File: src/rtl/scan_chain_loader.sv
// -----------------------------------------------------------------------------
// scan_chain_loader
//
// Upstream configuration stage for the FracturableLUT scan chain. Parallel
// configuration words arrive over a valid/ready handshake. Each word is
// serialised LSB-first onto sc_data, and one sc_clk pulse is generated per
// bit. The chain samples on the rising edge of sc_clk, so sc_data is always
// changed while sc_clk is low (SETUP phase) and is held through the high
// phase (HIGH). The block counts the bits it shifts and, at the end of a load,
// compares the total with CHAIN_LEN.
//
// Optional feature (macro SC_READBACK_EN): adds a CHAIN_LEN-bit readback
// register. It captures the chain tail (sc_data_ret) on every sc_clk rise. The
// default build, with the macro undefined, leaves out the port and its logic,
// and sc_data_ret is ignored.
//
// Parameters
//   WORD_W     parallel configuration word width
//   CHAIN_LEN  expected total chain length in bits
//   CLK_DIV    clk cycles per sc_clk phase (>= 1); one bit takes 2*CLK_DIV
//   CNT_W      width of bit_count
//
// Ports
//   clk          system clock
//   reset        asynchronous, active-low reset (0 = reset asserted)
//   cfg_valid    source has a word available
//   cfg_ready    loader accepts a word in this cycle
//   cfg_data     configuration bits; bit 0 is shifted first
//   cfg_len      number of valid bits in the word; 0 (or > WORD_W) = WORD_W
//   cfg_last     marks the final word of the load
//   sc_clk       scan-chain shift clock (registered)
//   sc_data      scan-chain serial data (registered)
//   sc_data_ret  chain tail return (used only with SC_READBACK_EN)
//   busy         a load is in progress
//   done         one-cycle pulse at the end of a load
//   length_err   total bits != CHAIN_LEN at the end of the last load (sticky)
//   bit_count    bits shifted in the current or last load, saturating
//   readback     previous chain contents (SC_READBACK_EN only)
//   fsm_state    current FSM state, exported for observation
//
// Handshake: a word transfers on a rising clk edge where cfg_valid and
// cfg_ready are both 1. cfg_ready depends only on the FSM state, never on
// cfg_valid. While cfg_valid is high and no transfer has happened, the source
// must hold cfg_data, cfg_len and cfg_last stable.
// -----------------------------------------------------------------------------
module scan_chain_loader #(
  parameter int WORD_W    = 16,
  parameter int CHAIN_LEN = 17,
  parameter int CLK_DIV   = 1,
  parameter int CNT_W     = 16,
  localparam int LEN_W    = $clog2(WORD_W + 1)
) (
  input  logic                 clk,
  input  logic                 reset,
  input  logic                 cfg_valid,
  output logic                 cfg_ready,
  input  logic [WORD_W-1:0]    cfg_data,
  input  logic [LEN_W-1:0]     cfg_len,
  input  logic                 cfg_last,
  output logic                 sc_clk,
  output logic                 sc_data,
  input  logic                 sc_data_ret,
  output logic                 busy,
  output logic                 done,
  output logic                 length_err,
  output logic [CNT_W-1:0]     bit_count,
`ifdef SC_READBACK_EN
  output logic [CHAIN_LEN-1:0] readback,
`endif
  output logic [2:0]           fsm_state
);

  localparam int DIV_W = (CLK_DIV > 1) ? $clog2(CLK_DIV) : 1;

  typedef enum logic [2:0] {
    S_IDLE  = 3'd0,
    S_SETUP = 3'd1,
    S_HIGH  = 3'd2,
    S_FETCH = 3'd3,
    S_DONE  = 3'd4
  } state_t;

  state_t             state;
  state_t             next_state;

  logic [DIV_W-1:0]   div_cnt;     // cycles spent in the current sc_clk phase
  logic               phase_end;   // last cycle of a SETUP/HIGH phase
  logic [WORD_W-1:0]  shreg;       // bit 0 is the bit currently on sc_data
  logic [WORD_W-1:0]  shreg_next;
  logic [LEN_W-1:0]   bits_left;   // bits of the word not yet clocked, incl. current
  logic [LEN_W-1:0]   eff_len;
  logic               last_q;
  logic               ready_en;    // keeps cfg_ready low while reset is asserted
  logic               take;        // handshake completes this cycle

  // cfg_len of 0 means a full word, and lengths beyond the word are clamped.
  assign eff_len    = (cfg_len == '0 || cfg_len > LEN_W'(WORD_W)) ? LEN_W'(WORD_W) : cfg_len;
  assign shreg_next = shreg >> 1;
  assign phase_end  = (div_cnt == DIV_W'(CLK_DIV - 1));

  // ---------------------------------------------------------------------------
  // FSM state register
  // ---------------------------------------------------------------------------
  always_ff @(posedge clk or negedge reset) begin
    if (!reset) begin
      state <= S_IDLE;
    end else begin
      state <= next_state;
    end
  end

  // ---------------------------------------------------------------------------
  // Next-state logic and state-decoded outputs
  // ---------------------------------------------------------------------------
  always_comb begin
    next_state = state;
    cfg_ready  = 1'b0;
    take       = 1'b0;
    case (state)
      S_IDLE: begin
        cfg_ready = ready_en;
        if (cfg_valid && ready_en) begin
          take       = 1'b1;
          next_state = S_SETUP;
        end
      end
      S_SETUP: begin
        if (phase_end) next_state = S_HIGH;
      end
      S_HIGH: begin
        if (phase_end) begin
          if (bits_left > LEN_W'(1)) next_state = S_SETUP;
          else if (last_q)           next_state = S_DONE;
          else                       next_state = S_FETCH;
        end
      end
      S_FETCH: begin
        cfg_ready = 1'b1;
        if (cfg_valid) begin
          take       = 1'b1;
          next_state = S_SETUP;
        end
      end
      S_DONE: begin
        next_state = S_IDLE;
      end
      default: begin
        next_state = S_IDLE;
      end
    endcase
  end

  assign busy      = (state != S_IDLE);
  assign done      = (state == S_DONE);
  assign fsm_state = state;

  // ---------------------------------------------------------------------------
  // Datapath: phase timer, word shifter, sc_clk/sc_data, bit counter
  // ---------------------------------------------------------------------------
  always_ff @(posedge clk or negedge reset) begin
    if (!reset) begin
      ready_en   <= 1'b0;
      div_cnt    <= '0;
      shreg      <= '0;
      bits_left  <= '0;
      last_q     <= 1'b0;
      sc_clk     <= 1'b0;
      sc_data    <= 1'b0;
      bit_count  <= '0;
      length_err <= 1'b0;
    end else begin
      ready_en <= 1'b1;

      // The timer restarts on every state change, so each SETUP or HIGH
      // phase lasts exactly CLK_DIV cycles.
      if (next_state != state) begin
        div_cnt <= '0;
      end else if (state == S_SETUP || state == S_HIGH) begin
        div_cnt <= div_cnt + DIV_W'(1);
      end

      // Accepting a word drives its first bit straight away, while sc_clk is
      // low. A new load, accepted from IDLE, also restarts the counters.
      if (take) begin
        shreg     <= cfg_data;
        bits_left <= eff_len;
        last_q    <= cfg_last;
        sc_data   <= cfg_data[0];
        sc_clk    <= 1'b0;
        if (state == S_IDLE) begin
          bit_count  <= '0;
          length_err <= 1'b0;
        end
      end

      // Rising edge of sc_clk: the bit is counted here.
      if (state == S_SETUP && next_state == S_HIGH) begin
        sc_clk <= 1'b1;
        if (bit_count != {CNT_W{1'b1}}) begin
          bit_count <= bit_count + CNT_W'(1);
        end
      end

      // Falling edge of sc_clk. The next bit is presented together with the
      // fall, so it has a full low phase of setup before the next rise. When
      // FETCH follows, sc_data keeps the last bit of the word.
      if (state == S_HIGH && next_state != S_HIGH) begin
        sc_clk <= 1'b0;
        if (next_state == S_SETUP) begin
          shreg     <= shreg_next;
          sc_data   <= shreg_next[0];
          bits_left <= bits_left - LEN_W'(1);
        end
        // bit_count already holds its final value here, so the error flag is
        // valid in the same cycle as done.
        if (next_state == S_DONE) begin
          length_err <= (int'(bit_count) != CHAIN_LEN);
        end
      end
    end
  end

`ifdef SC_READBACK_EN
  // ---------------------------------------------------------------------------
  // Readback: the chain tail shifts in from the MSB on every sc_clk rise.
  // After a full reload, bit 0 holds the first bit of the previous load.
  // ---------------------------------------------------------------------------
  always_ff @(posedge clk or negedge reset) begin
    if (!reset) begin
      readback <= '0;
    end else if (state == S_SETUP && next_state == S_HIGH) begin
      readback <= {sc_data_ret, readback[CHAIN_LEN-1:1]};
    end
  end
`else
  logic unused_ret;
  assign unused_ret = sc_data_ret;
`endif

endmodule

File: config.mk
export PLATFORM = sky130hd
export DESIGN_NAME = scan_chain_loader
export DESIGN_NICKNAME = d
export VERILOG_FILES = /design/src/rtl/scan_chain_loader.sv
export SDC_FILE = /design/constraint.sdc
export NUM_CORES = 1
export LEC_CHECK = 0
export BUFFER_PORTS_ARGS = -buffer_cell sky130_fd_sc_hd__buf_2
export CAP_MARGIN = 25
export CORE_MARGIN = 3
export CORE_UTILIZATION = 55
export CTS_CLUSTER_SIZE = 40
export DETAILED_ROUTE_END_ITERATION = 8
export PLACE_DENSITY = 0.8
export REMOVE_ABC_BUFFERS = 1
export SETUP_SLACK_MARGIN = 0.1
export SKIP_CTS_REPAIR_TIMING = 1
export SYNTH_ARGS = -nofsm -noshare
export SYNTH_HDL_FRONTEND = slang
export SYNTH_SLANG_ARGS = --single-unit
File: constraint.sdc
create_clock -name clk -period 2.5 [get_ports clk]
set_input_delay 0.125 -clock clk [delete_from_list [all_inputs] [get_ports clk]]
set_output_delay 0.125 -clock clk [all_outputs]
set_load 0.03 [all_outputs]
==> results of run 1 <==
==> state kept, by name (all words and copies together), names as in the netlist <==
register    flops
bit_count      16
shreg          15
last_q          1
sc_clk          1
fsm_state       3
bits_left       5
length_err      1
sc_data         1
div_cnt         1
ready_en        1
==> cell usage after synthesis (6+ instances only) <==
cell      number
dfrtp_1       45
a221o_1       21
nor3b_1       20
nand2_1       18
nor3_1        15
buf_2         10
clkbuf_1      10
inv_1          8
mux2i_1        8
nand4_1        7
nor2_1         7
a21oi_1        6
==> how the worst max path moves through the flow <==
stage | start | endpoint | slack (ns) | cells past startpoint
floorplan | fsm_state[1] | bits_left[3] | -0.74 | 4
global placement | fsm_state[2] | bit_count[13] | 0.48 | 4
detailed placement | fsm_state[2] | shreg[5] | 0.45 | 5
CTS | fsm_state[2] | sc_data | 0.44 | 5
global route | fsm_state[2] | shreg[11] | 0.24 | 5
finish | fsm_state[2] | sc_data | 0.44 | 5
==> report_power, final <==
| part | total [mW] | leakage [nW] | internal, mW | switching [mW] |
|---|---|---|---|---|
| clock network | 0.545 | 0.0554 | 0.300 | 0.245 |
| logic | 1.46 | 0.776 | 0.647 | 0.812 |
| registers | 1.20 | 0.578 | 0.971 | 0.228 |
==> metal layers <==
metal  global-route usage  part of all wire
met2                0.314              0.47
met3               0.0608             0.075
met4               0.0553            0.0074
met5                    0                 0
met1                0.289              0.45
==> worst reg2reg max path: stages (launching register included) <==
cell and delay, ns:
dfrtp_1 0.48, nor4b_1 0.41, a21boi_2 0.48, buf_12 0.24
nor3b_1 0.08, a221o_1 0.27
==> stage by stage <==
step                worst slack [ns]  power, mW
floorplan                     -0.742       2.21
CTS                            0.438       3.22
global placement               0.478       2.61
detailed placement             0.451       2.67
global route                   0.245       3.43
finish                         0.438       3.20
==> kinds of logic after synthesis <==
family	count (synthesis)
DFF	45
muxes	11
xor gates and xnor gates	2
buffers and inverters	30
AOI/OAI and AO/OA	54
and+or+nand+nor	104
other	1
adders and majority gates	5
==> area by class of cell <==
| type | count | area [um^2] |
|---|---|---|
| tap | 52 | 65.1 |
| clock buffer | 6 | 72.6 |
| timing repair buffer | 57 | 345 |
| inverter | 8 | 30.0 |
| sequential | 45 | 1130 |
| clock inverter | 2 | 38.8 |
| fill | 362 | 1440 |
| multi-input combinational | 177 | 1330 |
==> layout by cell type (no fill, tap or decap), drive strengths merged, types with 3 or more instances in the layout <==
master and count:
a21oi 7, a221o 21, a31oi 3, and3 5, buf 56, clkbuf 6, dfrtp 45, ha 5
inv 8, mux2 3, mux2i 8, nand2 18, nand3 5, nand4 8, nor2 8, nor3 15
nor3b 20, nor4 6, nor4b 4, o21ai 3, o31ai 3, or4 3
==> flow_metrics.py, run 1 <==
metrics = {
    "timing": {
        "slew_headroom": 0.557,
        "grt_setup_unrepaired": "false",
        "slew_viol_final": 0,
        "finalHoldViolations": 0,
        "worst_pin_slew_ns": 0.656,
        "fin_crit_sh": 0.825,
        "final.setup.tns_ns": 0,
        "clock_skew_ns": 0.00589,
        "period_minus_slack_ns": 2.06,
        "worst_hold_slack_ns": 0.0492,
        "finalSetupViolations": 0,
        "clock.fmax_mhz": 485,
    },
    "synthesis": {
        "synth_area_leaders": "dfrtp_1 (44%), a221o_1 (8.2%), nor3b_1 (5.8%), mux2i_1 (3.1%), nor3_1 (2.9%)",
        "synthCells": 252,
        "synth_edf_count": 0,
        "synthFlopType": "dfrtp_1",
        "muxShareOfSynthArea": 0.0443,
        "synth_seq_cells": 45,
        "synth_top_family_by_area": "simple AND/OR/NAND/NOR gates",
        "synth.avg_cell_area_um2": 10.2,
        "yosysWarnings": 0,
        "synth-async-reset-ratio": 1.00,
        "synth_top_area_frac": 0.438,
        "synthDistinctLibCells": 55,
        "synth_fa_ha_area_frac": 0.0243,
        "synth-compound-area-share": 0.177,
        "synthSimpleGateAreaFrac": 0.259,
        "synth_area_um2": 2570,
        "ys_seq_area_frac": 0.438,
        "synth_xor_area_frac": 0.00681,
        "yosysTopAreaCell": "dfrtp_1",
    },
    "clock_tree": {
        "insertion_delay_ns": 0.30,
        "cts.clk_slew.worst_paths_ns": 0.08,
        "cts_sinks": 45,
        "clockBufferDepth": 2,
        "htreeDepth": 2,
        "cts_made_buffers": 5,
        "cts_root_buf": "clkbuf_8",
        "tritoncts": "done",
    },
    "die": {
        "rows": 24,
        "core_um2": 4440,
        "die_w_um": 74.4,
        "ios": 51,
        "start_util": 0.579,
        "fp.dieArea_um2": 5530,
        "die_h_um": 74.4,
    },
    "worst_setup_path": {
        "crit_path_max_incr_delay_ns": 0.48,
        "crit_path_start_kind": "flip-flop",
        "cp_data_arrival_time_ns": 2.25,
        "crit_family": "compound AO/OA/AOI/OAI gates",
        "worst-path-max-fanout": 33,
        "regToRegStartpoint": "fsm_state[2]",
        "cp_slowest_cell": "dfrtp_1",
        "r2r_end": "sc_data",
        "r2r_cells": 5,
        "crit_path_end_kind": "flip-flop",
        "cp_num_buf_inv": 1,
        "critical_path_class": "reg -> reg",
        "rrSetupSlack_ns": 0.44,
        "required_ns": 2.69,
        "crit_chain": "nor4b_1 > a21boi_2 > buf_12 > nor3b_1 > a221o_1",
    },
    "final_layout": {
        "layoutNonFillerInstCount": 347,
        "drive_gt1_frac": 0.254,
        "area_growth_pct": 16.9,
        "nets": 325,
        "fin_util": 0.677,
        "diodes": 0,
        "final_area_um2": 3010,
    },
    "global_route": {
        "antenna_found_initial": 0,
        "globalRouteTotalUtil": 0.206,
        "grt_pass1_wl_um": 8870,
        "grt_pass1_vias": 1872,
        "grt_max_degree": 46,
        "grt_overflow_total": 0,
    },
    "hold_path": {
        "hold_start": "cfg_data[14]",
        "min_path_cells": 2,
        "hold_end": "shreg[14]",
        "hold_path.class": "in -> reg",
    },
    "run_status": {
        "status": "finished, final reports clean",
    },
    "power": {
        "leakage_nw": 1.41,
        "p_per_area_nw_per_um2": 1060,
        "vdd_drop_max_v": 0.000593,
    },
    "routing": {
        "wirelength_um": 5410,
        "first_iter_violations": 157,
        "wl_per_cell_um": 15.6,
        "detail-route-antenna-nets": 0,
        "via_count": 2143,
        "dr.pass1.iters": 4,
        "via_per_inst": 6.18,
        "drc_errors": 0,
    },
    "run": {
        "drv_cap": 0,
    },
    "placed_design": {
        "port_buffers": 49,
        "dp.cells": 337,
        "place.gp.congestion": 0.856,
        "hpwl_um": 3710,
        "post_dp_cell_area_um2": 2870,
    },
}
No activity file was read; power rests on OpenSTA's default activity.
==> inputs of run 2 (changes only) <==
CORE_UTILIZATION = 50   (was 55)
PLACE_DENSITY = 0.76   (was 0.8)
clock period = 1.8 ns   (was 2.5 ns; I/O delays follow)
==> run 2 against run 1 <==
The run now ends with setup timing left. Setup slack got worse by 0.53 ns. Hold slack got worse by 0.023 ns. Via count increased by 16%. Global-route usage increased by 0.29 points. First-iteration DRC count unchanged. Die area increased by 9.2%. Combinational power increased by 90%. Utilization increased by 6.4 points. Critical path depth increased by 1. Critical endpoint is now bits_left[1]. Largest power group unchanged.
==> flow_metrics.py, run 2 (same netlist as run 1, synthesis figures left out) <==
metrics = {
    "die": {
        "rows": 25,
        "ios": 51,
        "fp.dieArea_um2": 6040,
        "die_h_um": 77.7,
        "start_util": 0.531,
        "core_um2": 4850,
        "die_w_um": 77.7,
    },
    "worst_setup_path": {
        "cp_data_arrival_time_ns": 2.09,
        "crit_path_end_kind": "flip-flop",
        "worst-path-max-fanout": 20,
        "critical_path_class": "reg -> reg",
        "required_ns": 2.00,
        "crit_path_start_kind": "flip-flop",
    },
    "global_route": {
        "grt_overflow_total": 0,
        "antenna_found_initial": 0,
        "grt_pass1_wl_um": 10400,
        "grt_pass1_vias": 2230,
        "globalRouteTotalUtil": 0.209,
        "grt_max_degree": 46,
    },
    "timing": {
        "period_minus_slack_ns": 1.89,
        "fin_crit_sh": 1.05,
        "finalSetupViolations": 23,
        "setup_slack_ns": -0.0891,
        "worst_pin_slew_ns": 0.579,
        "slew_headroom": 0.614,
        "clock.fmax_mhz": 529,
        "slew_viol_final": 0,
        "grt_setup_unrepaired": "true",
        "finalHoldViolations": 0,
        "clock_skew_ns": 0.00694,
    },
    "final_layout": {
        "nFillCells": 330,
        "final_area_um2": 3590,
        "largest-register": "bit_count",
        "diodes": 0,
        "reg_top3": "bit_count (16), shreg (15), bits_left (5)",
        "drive_gt1_frac": 0.430,
        "area_growth_pct": 39.5,
        "final-seq-area_um2": 1130,
        "nets": 375,
        "largest_reg_flops": 16,
        "multi_input_area_um2": 1490,
        "final_cell_mix": "buf_2 (49), dfrtp_1 (44), buf_4 (43), a221o_1 (21), nor3b_1 (20)",
        "final_common_cell": "buf_2",
        "fin_util": 0.740,
    },
    "run_status": {
        "failed_checks": "setup timing",
        "status": "finished, violations left",
    },
    "routing": {
        "via_count": 2482,
        "drc_errors": 0,
        "wirelength_um": 7090,
        "via_per_inst": 6.04,
        "wl_per_cell_um": 17.2,
        "first_iter_violations": 157,
        "dr.pass1.iters": 4,
        "detail-route-antenna-nets": 0,
    },
    "placed_design": {
        "post_dp_cell_area_um2": 3160,
        "preCtsSetupSlack_ns": -0.0614,
        "place.gp.congestion": 0.833,
        "port_buffers": 49,
        "hpwl_um": 4300,
    },
    "power": {
        "power_mw": 5.13,
        "vdd_drop_max_v": 0.000799,
        "p_per_area_nw_per_um2": 1430,
        "leakage_nw": 1.73,
    },
    "clock_tree": {
        "cts_sinks": 45,
        "cts.clk_slew.worst_paths_ns": 0.08,
        "cts_made_buffers": 5,
        "tritoncts": "done",
        "cts_root_buf": "clkbuf_8",
        "insertion_delay_ns": 0.29,
        "clockBufferDepth": 2,
        "htreeDepth": 2,
    },
    "run": {
        "drv_cap": 0,
    },
    "hold_path": {
        "hold_path.class": "in -> reg",
    },
}
## run 2: cell count changes in the layout (fill, tap and decap cells not counted), moves of 2 or more
cell | previous run | this run
buf_4 | 4 | 43
buf_6 | 0 | 10
mux2_2 | 3 | 1
mux2_4 | 0 | 2
nand3_1 | 5 | 3
nand3_2 | 0 | 2
nor2_4 | 0 | 2
nor3_1 | 15 | 8
nor3_2 | 0 | 6
nor4b_1 | 4 | 1
nor4b_2 | 0 | 3
## run 2: final cells by class
class / count / share of cell area
multi-input combinational: 178 / 0.415
clock inverter: 2 / 0.00976
inverter: 8 / 0.00837
timing repair buffer: 106 / 0.211
sequential: 45 / 0.314
tap: 67 / 0.0234
clock buffer: 5 / 0.0192
## run 2: worst paths after layout
path / startpoint / depth (start not counted) / slack, ns / to
worst min-delay path: cfg_data[7] / 2 / 0.03 / shreg[7]
worst max-delay path: fsm_state[0] / 6 / -0.09 / bits_left[1]
max in group asynchronous: reset / 3 / 0.94 / fsm_state[0]
worst max register to register: fsm_state[0] / 6 / -0.09 / bits_left[1]
worst min register to register: shreg[4] / 1 / 0.51 / shreg[3]
min in group asynchronous: reset / 3 / 0.43 / bit_count[12]
## run 2: critical path: stages (launching register included)
cell and delay [ns]:
dfrtp_2 0.46, or3b_4 0.41, a211oi_4 0.36, buf_12 0.21, buf_6 0.11, a31oi_1 0.07, a22oi_1 0.17
## run 2: report_power, final
| group | internal [mW] | switching, mW |
|---|---|---|
| combinational | 1.34 | 1.44 |
| sequential | 1.35 | 0.261 |
| clock | 0.404 | 0.328 |
## run 2: stage by stage
stage | instances | hold WS, ns | setup TNS [ns]
2_1_floorplan | 230 | -0.206 | -32.16
3_3_place_gp | 389 | 0.211 | -0.0918
3_5_place_dp | 389 | 0.216 | -0.925
4_1_cts | 396 | -0.0999 | -1.18
5_1_grt | 411 | 0.0126 | -3.36
6_report | 411 | 0.0267 | -1.46
## run 2: metal layers
| metal | up-vias | routed length (um) | global-route usage |
|---|---|---|---|
| met5 | - | 0 | 0 |
| met4 | 0 | 139 | 0.0534 |
| met3 | 13 | 358 | 0.0383 |
| met2 | 99 | 3710 | 0.353 |
| met1 | 1221 | 2880 | 0.276 |
| li1 | 1149 | - | - |
